===== src/rtl/tlb_refill_ctrl_if.sv =====
// Bundle of the refill controller's request, memory-read and CAM-write signals.
// The master side is the refill controller; the slave side is its environment
// (requester, page-table memory port and TLB CAM).
interface tlb_refill_ctrl_if;
  logic        walk_start;
  logic [19:0] walk_vpn;
  logic [21:0] satp_ppn;
  logic        flush_req;
  logic [31:0] tlb_valid_vec;
  logic        mem_req;
  logic [33:0] mem_addr;
  logic        mem_ready;
  logic        mem_rvalid;
  logic [31:0] mem_rdata;
  logic        tlb_we;
  logic [4:0]  tlb_write_addr;
  logic [51:0] tlb_write_data;
  logic        busy;
  logic        walk_done;
  logic        walk_fault;

  modport master (
    input  walk_start, walk_vpn, satp_ppn, flush_req, tlb_valid_vec,
    input  mem_ready, mem_rvalid, mem_rdata,
    output mem_req, mem_addr,
    output tlb_we, tlb_write_addr, tlb_write_data,
    output busy, walk_done, walk_fault
  );

  modport slave (
    output walk_start, walk_vpn, satp_ppn, flush_req, tlb_valid_vec,
    output mem_ready, mem_rvalid, mem_rdata,
    input  mem_req, mem_addr,
    input  tlb_we, tlb_write_addr, tlb_write_data,
    input  busy, walk_done, walk_fault
  );
endinterface


===== src/rtl/tlb_refill_ctrl.sv =====
// TLB refill controller: Sv32 two-level page-table walk on a miss, builds the
// 52-bit CAM entry, picks a victim slot and writes it; also clears all 32
// slots on a flush request. All outputs are registered.
module tlb_refill_ctrl (
  input  logic               clk,
  input  logic               rst,
  tlb_refill_ctrl_if.master  bus
);

  localparam int TLB_WIDTH  = 52;
  localparam int TLB_HEIGHT = 32;
  localparam int PA_WIDTH   = 34;

  typedef enum logic [2:0] {
    S_IDLE    = 3'd0,
    S_L1_REQ  = 3'd1,
    S_L1_WAIT = 3'd2,
    S_L0_REQ  = 3'd3,
    S_L0_WAIT = 3'd4,
    S_WRITE   = 3'd5,
    S_FAULT   = 3'd6,
    S_FLUSH   = 3'd7
  } state_t;

  // A PTE that can never be used: not valid, or write-only (reserved encoding).
  function automatic logic pte_bad(input logic [31:0] pte);
    return (!pte[0]) || (!pte[1] && pte[2]);
  endfunction

  // A PTE with R or X set terminates the walk.
  function automatic logic pte_leaf(input logic [31:0] pte);
    return pte[1] || pte[3];
  endfunction

  // Lowest-index invalid slot; bit 5 flags that one was found.
  function automatic logic [5:0] pick_free(input logic [31:0] vec);
    logic [5:0] res;
    res = 6'd0;
    for (int i = TLB_HEIGHT - 1; i >= 0; i--) begin
      if (!vec[i]) begin
        res = {1'b1, 5'(i)};
      end
    end
    return res;
  endfunction

  state_t                 state_r;
  logic [19:0]            vpn_r;
  logic [4:0]             rp_r;
  logic [4:0]             flush_cnt_r;
  logic                   mem_req_r;
  logic [PA_WIDTH-1:0]    mem_addr_r;
  logic                   tlb_we_r;
  logic [4:0]             tlb_write_addr_r;
  logic [TLB_WIDTH-1:0]   tlb_write_data_r;
  logic                   busy_r;
  logic                   walk_done_r;
  logic                   walk_fault_r;

  logic                   go_write_s;
  logic                   go_fault_s;
  logic                   go_l0_s;
  logic [21:0]            leaf_ppn_s;
  logic [5:0]             free_s;

  assign free_s = pick_free(bus.tlb_valid_vec);

  // Decode the returned PTE in the WAIT cycle into next-step decisions.
  always_comb begin
    go_write_s = 1'b0;
    go_fault_s = 1'b0;
    go_l0_s    = 1'b0;
    leaf_ppn_s = bus.mem_rdata[31:10];
    if (bus.mem_rvalid && (state_r == S_L1_WAIT)) begin
      if (pte_bad(bus.mem_rdata)) begin
        go_fault_s = 1'b1;
      end else if (pte_leaf(bus.mem_rdata)) begin
        // A 4 MiB superpage must be aligned: its low PPN bits must be zero.
        if (bus.mem_rdata[19:10] != 10'h000) begin
          go_fault_s = 1'b1;
        end else begin
          go_write_s = 1'b1;
          leaf_ppn_s = {bus.mem_rdata[31:20], vpn_r[9:0]};
        end
      end else begin
        go_l0_s = 1'b1;
      end
    end else if (bus.mem_rvalid && (state_r == S_L0_WAIT)) begin
      if (pte_bad(bus.mem_rdata) || !pte_leaf(bus.mem_rdata)) begin
        go_fault_s = 1'b1;
      end else begin
        go_write_s = 1'b1;
      end
    end else begin
      go_write_s = 1'b0;
    end
  end

  // Walk / flush sequencer; every output is a register set on state entry.
  always_ff @(posedge clk) begin
    if (rst) begin
      state_r          <= S_IDLE;
      vpn_r            <= 20'h00000;
      rp_r             <= 5'd0;
      flush_cnt_r      <= 5'd0;
      mem_req_r        <= 1'b0;
      mem_addr_r       <= 34'h0_0000_0000;
      tlb_we_r         <= 1'b0;
      tlb_write_addr_r <= 5'd0;
      tlb_write_data_r <= 52'h0;
      busy_r           <= 1'b0;
      walk_done_r      <= 1'b0;
      walk_fault_r     <= 1'b0;
    end else begin
      case (state_r)
        S_IDLE: begin
          // Flush wins; a simultaneous walk request is dropped and retried.
          if (bus.flush_req) begin
            state_r          <= S_FLUSH;
            busy_r           <= 1'b1;
            flush_cnt_r      <= 5'd0;
            tlb_we_r         <= 1'b1;
            tlb_write_addr_r <= 5'd0;
            tlb_write_data_r <= 52'h0;
          end else if (bus.walk_start) begin
            state_r    <= S_L1_REQ;
            busy_r     <= 1'b1;
            vpn_r      <= bus.walk_vpn;
            mem_req_r  <= 1'b1;
            mem_addr_r <= {bus.satp_ppn, 12'h000} + {22'h000000, bus.walk_vpn[19:10], 2'b00};
          end else begin
            state_r <= S_IDLE;
          end
        end

        S_L1_REQ, S_L0_REQ: begin
          if (bus.mem_ready) begin
            mem_req_r <= 1'b0;
            state_r   <= (state_r == S_L1_REQ) ? S_L1_WAIT : S_L0_WAIT;
          end else begin
            state_r <= state_r;
          end
        end

        S_L1_WAIT, S_L0_WAIT: begin
          if (go_write_s) begin
            state_r          <= S_WRITE;
            tlb_we_r         <= 1'b1;
            walk_done_r      <= 1'b1;
            tlb_write_data_r <= {vpn_r, leaf_ppn_s, 2'b00, bus.mem_rdata[7:0]};
            if (free_s[5]) begin
              tlb_write_addr_r <= free_s[4:0];
            end else begin
              tlb_write_addr_r <= rp_r;
              rp_r             <= rp_r + 5'd1;
            end
          end else if (go_fault_s) begin
            state_r      <= S_FAULT;
            walk_fault_r <= 1'b1;
          end else if (go_l0_s) begin
            state_r    <= S_L0_REQ;
            mem_req_r  <= 1'b1;
            mem_addr_r <= {bus.mem_rdata[31:10], 12'h000} + {22'h000000, vpn_r[9:0], 2'b00};
          end else begin
            state_r <= state_r;
          end
        end

        S_WRITE: begin
          state_r     <= S_IDLE;
          tlb_we_r    <= 1'b0;
          walk_done_r <= 1'b0;
          busy_r      <= 1'b0;
        end

        S_FAULT: begin
          state_r      <= S_IDLE;
          walk_fault_r <= 1'b0;
          busy_r       <= 1'b0;
        end

        S_FLUSH: begin
          if (flush_cnt_r == 5'd31) begin
            state_r     <= S_IDLE;
            tlb_we_r    <= 1'b0;
            busy_r      <= 1'b0;
            flush_cnt_r <= 5'd0;
            rp_r        <= 5'd0;
          end else begin
            flush_cnt_r      <= flush_cnt_r + 5'd1;
            tlb_write_addr_r <= flush_cnt_r + 5'd1;
          end
        end

        default: begin
          state_r      <= S_IDLE;
          mem_req_r    <= 1'b0;
          tlb_we_r     <= 1'b0;
          busy_r       <= 1'b0;
          walk_done_r  <= 1'b0;
          walk_fault_r <= 1'b0;
        end
      endcase
    end
  end

  assign bus.mem_req        = mem_req_r;
  assign bus.mem_addr       = mem_addr_r;
  assign bus.tlb_we         = tlb_we_r;
  assign bus.tlb_write_addr = tlb_write_addr_r;
  assign bus.tlb_write_data = tlb_write_data_r;
  assign bus.busy           = busy_r;
  assign bus.walk_done      = walk_done_r;
  assign bus.walk_fault     = walk_fault_r;

endmodule


===== src/flat_wrapper.sv =====
// flat-port wrapper written by rule: the top's interface ports become plain ports
module tlb_refill_ctrl_flat 
  (clk, rst, bus_walk_start, bus_walk_vpn, bus_satp_ppn, bus_flush_req, bus_tlb_valid_vec, bus_mem_ready, bus_mem_rvalid, bus_mem_rdata, bus_mem_req, bus_mem_addr, bus_tlb_we, bus_tlb_write_addr, bus_tlb_write_data, bus_busy, bus_walk_done, bus_walk_fault);
  tlb_refill_ctrl_if bus_i ();
  input  logic clk;
  input  logic rst;
  input wire logic [$bits(bus_i.walk_start)-1:0] bus_walk_start;
  input wire logic [$bits(bus_i.walk_vpn)-1:0] bus_walk_vpn;
  input wire logic [$bits(bus_i.satp_ppn)-1:0] bus_satp_ppn;
  input wire logic [$bits(bus_i.flush_req)-1:0] bus_flush_req;
  input wire logic [$bits(bus_i.tlb_valid_vec)-1:0] bus_tlb_valid_vec;
  input wire logic [$bits(bus_i.mem_ready)-1:0] bus_mem_ready;
  input wire logic [$bits(bus_i.mem_rvalid)-1:0] bus_mem_rvalid;
  input wire logic [$bits(bus_i.mem_rdata)-1:0] bus_mem_rdata;
  output wire logic [$bits(bus_i.mem_req)-1:0] bus_mem_req;
  output wire logic [$bits(bus_i.mem_addr)-1:0] bus_mem_addr;
  output wire logic [$bits(bus_i.tlb_we)-1:0] bus_tlb_we;
  output wire logic [$bits(bus_i.tlb_write_addr)-1:0] bus_tlb_write_addr;
  output wire logic [$bits(bus_i.tlb_write_data)-1:0] bus_tlb_write_data;
  output wire logic [$bits(bus_i.busy)-1:0] bus_busy;
  output wire logic [$bits(bus_i.walk_done)-1:0] bus_walk_done;
  output wire logic [$bits(bus_i.walk_fault)-1:0] bus_walk_fault;
  assign bus_i.walk_start = bus_walk_start;
  assign bus_i.walk_vpn = bus_walk_vpn;
  assign bus_i.satp_ppn = bus_satp_ppn;
  assign bus_i.flush_req = bus_flush_req;
  assign bus_i.tlb_valid_vec = bus_tlb_valid_vec;
  assign bus_i.mem_ready = bus_mem_ready;
  assign bus_i.mem_rvalid = bus_mem_rvalid;
  assign bus_i.mem_rdata = bus_mem_rdata;
  assign bus_mem_req = bus_i.mem_req;
  assign bus_mem_addr = bus_i.mem_addr;
  assign bus_tlb_we = bus_i.tlb_we;
  assign bus_tlb_write_addr = bus_i.tlb_write_addr;
  assign bus_tlb_write_data = bus_i.tlb_write_data;
  assign bus_busy = bus_i.busy;
  assign bus_walk_done = bus_i.walk_done;
  assign bus_walk_fault = bus_i.walk_fault;
  tlb_refill_ctrl u_core (.clk(clk), .rst(rst), .bus(bus_i));
endmodule

===== config.mk =====
export PLATFORM = sky130hd
export DESIGN_NAME = tlb_refill_ctrl_flat
export DESIGN_NICKNAME = d
export VERILOG_FILES = /design/src/rtl/tlb_refill_ctrl_if.sv /design/src/rtl/tlb_refill_ctrl.sv /design/src/flat_wrapper.sv
export SDC_FILE = /design/constraint.sdc
export NUM_CORES = 1
export LEC_CHECK = 0
export ABC_AREA = 0
export BUFFER_PORTS_ARGS = -buffer_cell sky130_fd_sc_hd__buf_2
export CORE_ASPECT_RATIO = 0.8
export CORE_MARGIN = 3
export CORE_UTILIZATION = 50
export CTS_BUF_LIST = sky130_fd_sc_hd__clkbuf_8 sky130_fd_sc_hd__clkbuf_16
export DETAILED_ROUTE_END_ITERATION = 10
export HOLD_SLACK_MARGIN = 0.08
export PLACE_DENSITY = 0.81
export SLEW_MARGIN = 20
export SYNTH_ARGS = -nofsm -noshare
export SYNTH_HDL_FRONTEND = slang
export SYNTH_SLANG_ARGS = --single-unit

===== constraint.sdc =====
create_clock -name clk -period 2.45 [get_ports clk]
set_clock_uncertainty 0.1 [all_clocks]
set_input_delay 0.49 -clock clk [delete_from_list [all_inputs] [get_ports clk]]
set_output_delay 0.49 -clock clk [all_outputs]
set_load 0.005 [all_outputs]

==> metrics.md, run 1 <==
| Metric | Value |
|---|---|
| Synthesized area per cell | `7.65 sq um` |
| Area Overhead vs Synth | `33.0%` |
| RSZ-0062 raised after global routing | `false` |
| Post-synthesis simple-gate area fraction | `28.3%` |
| Core area | `0.0110 sq mm` |
| Post-synth EDFFs | `0` |
| Starting Density | `52.0%` |
| Clock transition at path regs | `0.05 ns` |
| Ys async rst share | `0%` |
| Nets@finish | `1063` |
| Hold Buf Count CTS | `0` |
| Pre-antenna DRT Iters | `8` |
| Vias per cell | `5.64` |
| Chip width | `126 um` |
| DRC Markers | `0` |
| Hold crit path type | `in -> reg` |
| IO Port Bufs | `201` |
| Largest family of logic cells by synthesized area | `simple AND/OR/NAND/NOR gates` |
| Worst r2r src | `u_core.state_r[1]` |
| Gpl congestion | `0.904` |
| Mux contribution to synthesized area | `0.372%` |
| Final period utilization | `93.1%` |
| Vias in the first global route | `5775` |
| Pwr/cell area | `1070 mW/mm^2` |
| Setup Viol. Count Final | `0` |
| H-tree depth | `4` |
| Hold Path Origin | `bus_walk_vpn[5]` |
| CTS tree | `built` |
| Max cap viols | `0` |
| CP Capture Type | `register` |
| Die Ht | `102 um` |
| Largest net degree at the start of global routing | `64` |
| Synthesized area | `0.00573 sq mm` |
| CTS Sinks | `125` |
| Most frequent cells in the layout | `buf_2, nand2_1, dfxtp_1` |
| Synth Warn # | `0` |
| Yosys reg bits | `125` |
| Worst-path fanout max | `23` |
| DR WL/cell | `16.4 um` |
| Post-synth cell types | `58` |
| Clk buf depth | `2` |
| IO Pins | `208` |
| Hold depth | `3` |
| TritonCTS Buffers | `17` |
| Die ar. | `0.0128 sq mm` |
| Hold EP | `u_core.vpn_r[5]` |
| Syn Inst Count | `748` |
| GRT Total Usage | `27.4%` |
| Commonest non-fill, non-tap cell in the layout | `buf_2` |
| Worst-Skew Late Latency | `0.41 ns` |
| Worst reg2reg path depth | `7` |
| Reg2reg end | `u_core.bus.mem_addr[10]` |
| Min Tclk post-route | `2.28 ns` |
| Synth Area in XOR/XNOR | `0.612%` |
| Routed WL | `18100 um` |
| Synth Area in Compound Gates | `20.7%` |
| Final hold slack | `0.215 ns` |
| Crit Path Class | `reg -> reg` |
| First-pass GRT wire length | `28700 um` |
| DR iter-0 viols | `615` |
| Max-slew headroom | `64.3%` |
| Synth Area in Adders | `0.656%` |
| Power, Total | `8140 uW` |
| Critical path launch point type | `register` |
| Total grt overflow | `0` |
| Fillers | `944` |
| Worst R2R Setup Slack | `0.17 ns` |
| Fraction of layout cells with a size suffix above 1 | `29.5%` |
| CP arrival | `2.48 ns` |
| Initial antenna violation count | `0` |
| Data required, critical path | `2.65 ns` |
| Worst-margin pin slew | `0.530 ns` |
| F_max | `439 MHz` |
| LEAKAGE | `0.00329 uW` |
| Top FF cell, synth | `dfxtp_1` |
| Setup bufs post-CTS | `0` |
| Fin. max-slew vios | `0` |
| Row count | `34` |
| Sequential-to-total area share from yosys stat | `43.7%` |
| Routed Antenna Nets | `0` |
| Hold Fails Final Rpt | `0` |
| CTS resizes | `0` |
| Antenna diodes | `0` |
| Outcome | `completed` |
| Max IR drop VDD | `557 uV` |
| Vias | `6225` |
| Hpwl dp | `12700 um` |
| Clk root buf | `clkbuf_16` |
cell usage after synthesis, types with 2 or more instances:
cell type	number	area (sq um)
o211a_1	3	30.0
o211ai_1	2	15.0
nand3b_1	2	15.0
a21oi_1	78	390
buf_4	5	37.5
ha_1	3	37.5
nand3_1	65	325
a22oi_1	4	30.0
nor3_1	14	70.1
nor2_1	56	210
o2111ai_1	3	26.3
o21bai_1	2	15.0
clkbuf_1	45	169
a211oi_1	5	37.5
buf_6	2	22.5
nand2_1	169	634
o31ai_1	3	22.5
o21a_1	3	22.5
o21ai_0	21	105
nor4_1	7	43.8
a311oi_1	36	315
nor2b_1	6	37.5
inv_1	11	41.3
and3_1	2	12.5
a31oi_1	9	56.3
xor2_1	3	26.3
and2_1	3	18.8
buf_2	10	50.1
dfxtp_1	125	2500
nand4_1	12	75.1
nand2b_1	9	56.3
or2_2	2	12.5
a21boi_0	2	15.0
a221oi_1	2	17.5
per-stage QoR:
stage	TNS, ns	cell area (sq um)	util [%]	setup WS (ns)	std cells
finish	0	7610	69.1	0.170	1104
detailed placement	-0.0653	7030	63.8	-0.0653	1073
global placement	0	7030	63.8	0.0548	1073
CTS	0	7610	69.1	0.185	1104
floorplan	0	5740	-	0.162	751
global route	0	7610	69.1	0.0613	1104
worst max-delay path by stage:
| stage | endpoint | cells after the start | slack, ns | start |
|---|---|---|---|---|
| after floorplan | u_core.rp_r[3] | 6 | 0.16 | bus_tlb_valid_vec[28] |
| after global placement | u_core.rp_r[3] | 7 | 0.05 | bus_tlb_valid_vec[18] |
| after detailed placement | u_core.state_r[1] | 7 | -0.07 | bus_mem_rdata[15] |
| after CTS | u_core.bus.mem_addr[10] | 7 | 0.18 | u_core.state_r[1] |
| after global routing | u_core.bus.mem_addr[10] | 7 | 0.06 | u_core.state_r[1] |
| final | u_core.bus.mem_addr[10] | 7 | 0.17 | u_core.state_r[1] |
critical path, stage by stage, from the launching register on:
cell	delay, ns
dfxtp_1	0.41
nand2b_1	0.10
nand3b_1	0.19
o31ai_1	0.31
nor3b_4	0.33
buf_4	0.33
nor2_1	0.07
a311oi_1	0.32
per-layer routing:
layer / track usage [%] / vias up / share of wire, %
met2: 44.1 / 249 / 47
met4: 9.92 / 0 / 1.9
met3: 7.17 / 34 / 7.9
met1: 36.0 / 2897 / 43
met5: 0 / - / 0
li1: - / 3045 / -
final cells by class:
cell class,instances,area (sq um),share of cell area (%)
Sequential cell,125,2500,32.9
Timing Repair Buffer,240,1360,17.9
Multi-Input combinational cell,553,2940,38.6
Inverter,11,41.3,0.542
Tap cell,144,180,2.37
Clock buffer,20,467,6.13
Clock inverter,11,119,1.56
logic make-up after synthesis:
logic type,after synthesis
and+or+nand+nor,357
AOI/OAI and AO/OA,183
DFF,125
buffers and inverters,73
xor gates and xnor gates,4
adders and majority gates,3
muxes,2
other,1
flip-flops by register name, indices dropped and copies added (netlist names):
name and count:
u_core.bus.busy 1, u_core.bus.mem_addr 32, u_core.bus.mem_req 1, u_core.bus.tlb_we 1, u_core.bus.tlb_write_addr 5, u_core.bus.tlb_write_data 50
u_core.bus.walk_done 1, u_core.bus.walk_fault 1, u_core.flush_cnt_r 5, u_core.rp_r 5, u_core.state_r 3, u_core.vpn_r 20
where the power goes:
| part | total, uW | internal, uW | switching [uW] |
|---|---|---|---|
| combinational | 3050 | 1150 | 1890 |
| clock | 2470 | 1560 | 908 |
| sequential | 2630 | 2410 | 216 |
No activity file was read; power rests on OpenSTA's default activity.
==> inputs of run 2 (changes only) <==
BUFFER_PORTS_ARGS = -buffer_cell sky130_fd_sc_hd__buf_4   (was -buffer_cell sky130_fd_sc_hd__buf_2)
==> run 2 against run 1 <==
Non-clock buffer count increased by 10. Global-route usage grew 2.8 points. Via count up 7.6%. Sequential share of layout area shrank 2.7 points. Sequential cell count stayed put. Final cell count is 1.1% higher. Utilization up 6.3 points. Setup slack worse by 0.050 ns. Clock power increased by 9.7%. Fmax down 2.1%. Clock-buffer cell count decreased by 2. Critical path type unchanged. Largest power group unchanged.
==> metrics.md, run 2 (synthesized netlist as in run 1, its figures left out) <==
| Metric | Value |
|---|---|
| Outcome | `completed` |
| Initial antenna violation count | `0 (unchanged)` |
| Setup TNS | `0 ns (unchanged)` |
| IO Port Bufs | `201 (unchanged)` |
| LEAKAGE | `0.00350 uW (+6.5%)` |
| Hpwl dp | `13400 um (+5.6%)` |
| Clk pwr share | `29.7% (-0.7 points)` |
| Largest net degree at the start of global routing | `91 (+42%)` |
| Pre-antenna DRT Iters | `6 (-2)` |
| Min Tclk post-route | `2.33 ns (+0.0500 ns)` |
| CP Capture Type | `register` |
| Chip width | `126 um (unchanged)` |
| IO Pins | `208 (unchanged)` |
| Crit Path Class | `reg -> reg` |
| Pwr/cell area | `1100 mW/mm^2 (+2.5%)` |
| Switch share | `37.2% (+0.15 points)` |
| DRC Markers | `0 (unchanged)` |
| Fin. max-slew vios | `0 (unchanged)` |
| Final WS setup | `0.120 ns (-0.0500 ns)` |
| Row count | `34 (unchanged)` |
| DR iter-0 viols | `780 (+27%)` |
| Final period utilization | `95.1% (+2.0 points)` |
| Routed Antenna Nets | `0 (unchanged)` |
| Nets@finish | `1074 (+1.0%)` |
| Worst-Skew Late Latency | `0.41 ns (about the same)` |
| Total grt overflow | `0 (unchanged)` |
| Worst-margin pin slew | `0.748 ns (+0.219 ns)` |
| Vias | `6696 (+7.6%)` |
| TritonCTS Buffers | `17 (unchanged)` |
| Die Ht | `102 um (unchanged)` |
| CP arrival | `2.54 ns (+0.06 ns)` |
| Starting Density | `52.0% (unchanged)` |
| Area Overhead vs Synth | `45.0%` |
| Fraction of layout cells with a size suffix above 1 | `30.8% (+1.3 points)` |
| Data required, critical path | `2.66 ns (about the same)` |
| Antenna diodes | `0 (unchanged)` |
| Power, Total | `9100 uW (+12%)` |
| Clk root buf | `clkbuf_16` |
| Max-slew headroom | `50.0% (-14 points)` |
| Most frequent cells in the layout | `buf_4, nand2_1, dfxtp_1` |
| Sw power | `3390 uW (+12%)` |
| CTS Sinks | `125 (unchanged)` |
| Max reg flops | `50 (unchanged)` |
| Hold crit path type | `in -> reg` |
| GRT Total Usage | `30.2% (+2.8 points)` |
| Setup Viol. Count Final | `0 (unchanged)` |
| Gpl congestion | `0.911 (+0.73%)` |
| Place WS | `-0.320 ns (-0.255 ns)` |
| Sequential share of power | `29.2% (-3.0 points)` |
| Critical path launch point type | `register` |
| Final Util | `75.4% (+6.3 points)` |
| Clock transition at path regs | `0.06 ns (about the same)` |
| Comb power frac | `41.1% (+3.7 points)` |
| Vias in the first global route | `6243 (+8.1%)` |
| H-tree depth | `4 (unchanged)` |
| Worst-path fanout max | `32 (+39%)` |
| First-pass GRT wire length | `31300 um (+9.1%)` |
| Hold Fails Final Rpt | `0 (unchanged)` |
| DR WL/cell | `18.8 um (+15%)` |
| CTS tree | `built` |
| Fillers | `798 (-15%)` |
| Clk buf depth | `2 (unchanged)` |
| Final hold slack | `0.232 ns (+0.0171 ns)` |
| Die ar. | `0.0128 sq mm (unchanged)` |
| Int Pwr | `5720 uW (+12%)` |
| Core area | `0.0110 sq mm (unchanged)` |
| RSZ-0062 raised after global routing | `false` |
| Routed WL | `21000 um (+16%)` |
| Max IR drop VDD | `665 uV (+19%)` |
| Max cap viols | `0 (unchanged)` |
| F_max | `429 MHz (-2.1%)` |
| Commonest non-fill, non-tap cell in the layout | `buf_4` |
| Vias per cell | `6.00 (+6.4%)` |
-- run 2: worst max-delay path: stages (launching register included) --
cell and delay, ns:
dfxtp_1 0.33, buf_4 0.20, nor3_1 0.40, o21ai_0 0.18, nand3_1 0.20, nor3b_4 0.06, buf_4 0.17, bufbuf_16 0.32
a311oi_1 0.26
-- run 2: worst paths after layout --
check | startpoint | end | slack, ns | cells after the start
max reg2reg | u_core.state_r[0] | u_core.bus.mem_addr[7] | 0.12 | 8
min reg2reg | u_core.bus.tlb_write_data[46] | u_core.bus.tlb_write_data[46] | 0.35 | 2
min | bus_walk_vpn[0] | u_core.vpn_r[0] | 0.23 | 3
max | u_core.state_r[0] | u_core.bus.mem_addr[7] | 0.12 | 8
-- run 2: layout make-up --
type | count | area (sq um) | share of cell area (%)
Clock buffer | 18 | 439 | 5.29
Tap cell | 144 | 180 | 2.17
Sequential cell | 125 | 2500 | 30.2
Inverter | 11 | 41.3 | 0.497
Multi-Input combinational cell | 554 | 2970 | 35.7
Timing Repair Buffer | 250 | 1980 | 23.9
Clock inverter | 14 | 190 | 2.29
-- run 2: per-layer routing --
layer  wire [um]  track usage (%)
met2       10000             49.0
met1        8330             39.6
met3        2250             8.49
met4         416             9.75
met5           0                0
-- run 2: power by group through the flow --
stage / combinational, uW / sequential, uW / clock (uW)
after global routing: 3990 / 2690 / 2800
after global placement: 3070 / 2670 / 0
after detailed placement: 3170 / 2690 / 0
after floorplan: 1880 / 2650 / 0
final: 3740 / 2660 / 2710
after CTS: 3390 / 2650 / 2700
-- run 2: timing repair --
item / 4_1_cts / 5_1_grt
gates cloned: 2 / 3
resized for setup: 1 / 5
endpoints found under the hold margin: 0 / 0
hold buffers: 0 / 0
pin swaps: 1 / 2
setup buffers: 1 / 4
setup endpoints to repair: 35 / 86
-- run 2: per-stage QoR --
step	std cells	area (sq um)
3_3_place_gp	1074	7520
3_5_place_dp	1074	7520
2_1_floorplan	751	5740
4_1_cts	1109	8200
5_1_grt	1116	8300
6_report	1116	8300
==> inputs of run 3 (changes only) <==
RECOVER_POWER = 25   (was unset)
==> run 3 against run 2 <==
Wire length hardly changed. Final cell count stayed put. Hold slack worse by 0.0037 ns. Critical endpoint unchanged.
==> metrics.md, run 3 (synthesized netlist as in run 1, its figures left out) <==
| Metric | Value |
|---|---|
| Outcome | `completed` |
| Clk root buf | `clkbuf_16` |
| Core area | `0.0110 sq mm (unchanged)` |
| Final WS setup | `0.114 ns (-0.00547 ns)` |
| Max cap viols | `0 (unchanged)` |
| Hold crit path type | `in -> reg` |
| Total grt overflow | `0 (unchanged)` |
| Critical path launch point type | `register` |
| Gpl congestion | `0.911 (unchanged)` |
| Starting Density | `52.0% (unchanged)` |
| Worst-Skew Late Latency | `0.41 ns (about the same)` |
| DRC Markers | `0 (unchanged)` |
| Die Ht | `102 um (unchanged)` |
| Commonest non-fill, non-tap cell in the layout | `buf_4` |
| Chip width | `126 um (unchanged)` |
| Fillers | `810 (+1.5%)` |
| Clk buf depth | `2 (unchanged)` |
| Area Overhead vs Synth | `44.3%` |
| Fin. max-slew vios | `0 (unchanged)` |
| Layout Cells excl Fill | `1116 (unchanged)` |
| Max IR drop VDD | `661 uV (-0.61%)` |
| Row count | `34 (unchanged)` |
| Largest net degree at the start of global routing | `91 (unchanged)` |
| Final hold slack | `0.228 ns (-0.00373 ns)` |
| IO Pins | `208 (unchanged)` |
| Antenna diodes | `0 (unchanged)` |
| Reg2reg end | `u_core.bus.mem_addr[7]` |
| Worst-margin pin slew | `0.730 ns (-0.0178 ns)` |
| Routed Antenna Nets | `0 (unchanged)` |
| Crit path from | `u_core.state_r[2]` |
| GRT Total Usage | `30.2% (unchanged)` |
| Final Util | `75.0% (-0.37 points)` |
| Hpwl dp | `13400 um (unchanged)` |
| LEAKAGE | `0.00344 uW (-1.9%)` |
| Worst reg2reg path depth | `7 (-1)` |
| DR iter-0 viols | `748 (-4.1%)` |
| Most frequent cells in the layout | `buf_4, nand2_1, dfxtp_1` |
| Footprint of the multi-input gates | `0.00297 sq mm (unchanged)` |
| Hold EP | `u_core.vpn_r[6]` |
| First-pass GRT wire length | `31300 um (unchanged)` |
| Vias in the first global route | `6243 (unchanged)` |
| Min Tclk post-route | `2.34 ns (+0.00547 ns)` |
| Vias per cell | `5.97 (-0.55%)` |
| RSZ-0062 raised after global routing | `false` |
| Hold Fails Final Rpt | `0 (unchanged)` |
| IO Port Bufs | `201 (unchanged)` |
| CTS tree | `built` |
| Clock transition at path regs | `0.06 ns (about the same)` |
| Fraction of layout cells with a size suffix above 1 | `29.6% (-1.1 points)` |
| Die ar. | `0.0128 sq mm (unchanged)` |
| TritonCTS Buffers | `17 (unchanged)` |
| Crit Path Class | `reg -> reg` |
| Initial antenna violation count | `0 (unchanged)` |
| Cells after DPL | `1074 (unchanged)` |
| Worst R2R Setup Slack | `0.11 ns (about the same)` |
| CP arrival | `2.52 ns (-0.02 ns)` |
| Vias | `6659 (-0.55%)` |
| FF/Latch Area | `0.00250 sq mm (unchanged)` |
| Max-slew headroom | `51.2% (+1.2 points)` |
| Place WS | `-0.320 ns (unchanged)` |
| Worst r2r src | `u_core.state_r[2]` |
| Data required, critical path | `2.63 ns (-0.03 ns)` |
| Nets@finish | `1074 (unchanged)` |
| F_max | `428 MHz (-0.23%)` |
| Setup TNS | `0 ns (unchanged)` |
| DR WL/cell | `18.8 um (about the same)` |
| Final period utilization | `95.3% (+0.22 points)` |
| Setup Viol. Count Final | `0 (unchanged)` |
| Pwr/cell area | `1100 mW/mm^2 (-0.10%)` |
| Routed WL | `21000 um (about the same)` |
| Max reg flops | `50 (unchanged)` |
| Pre-antenna DRT Iters | `5 (-1)` |
| Worst-path fanout max | `32 (unchanged)` |
| CP Capture Type | `register` |
| Hold Path Origin | `bus_walk_vpn[6]` |
| H-tree depth | `4 (unchanged)` |
| CTS Sinks | `125 (unchanged)` |
| Hold depth | `3 (unchanged)` |
run 3: how the worst max path moves through the flow:
stage / slack, ns / endpoint
after floorplan: 0.16 / u_core.rp_r[3]
after global placement: -0.27 / u_core.bus.tlb_write_addr[4]
after detailed placement: -0.32 / u_core.bus.tlb_write_addr[4]
after CTS: 0.02 / u_core.bus.tlb_write_addr[1]
after global routing: 0.03 / u_core.bus.mem_addr[2]
final: 0.11 / u_core.bus.mem_addr[7]
run 3: cell type report:
cell class	count	share of cell area (%)
Sequential cell	125	30.3
Clock inverter	14	2.30
Timing Repair Buffer	250	23.5
Clock buffer	18	5.32
Multi-Input combinational cell	554	35.9
Inverter	11	0.500
Tap cell	144	2.18
run 3: critical path, stage by stage, from the launching register on:
cell and delay (ns):
dfxtp_2 0.37, nand2b_2 0.28, nand3b_1 0.25, o31ai_2 0.29
nor3b_4 0.24, buf_4 0.20, bufbuf_16 0.36, a311oi_1 0.12
run 3: repair_timing:
action                                  in CTS  in global routing
setup buffers                                1                  4
hold buffers                                 0                  0
pin swaps                                    1                  2
gates cloned                                 2                  3
gates resized for setup                      1                  5
endpoints found under the setup margin      35                 86
run 3: power breakdown:
| group | switching [uW] | internal (uW) |
|---|---|---|
| combinational | 2160 | 1530 |
| sequential | 244 | 2410 |
| clock | 974 | 1730 |
| total | 3380 | 5670 |
run 3: per-layer routing:
metal,vias up,wire length (um),global-route usage (%)
met5,-,0,0
met4,0,439,9.75
met3,44,2190,8.49
met2,395,9990,49.0
met1,3152,8400,39.6
li1,3068,-,-
run 3: per-stage QoR:
step	total power [uW]	instance area, sq um
6_report	9050	8260
5_1_grt	9440	8260
4_1_cts	8740	8200
3_5_place_dp	5850	7520
3_3_place_gp	5740	7520
2_1_floorplan	4530	5740
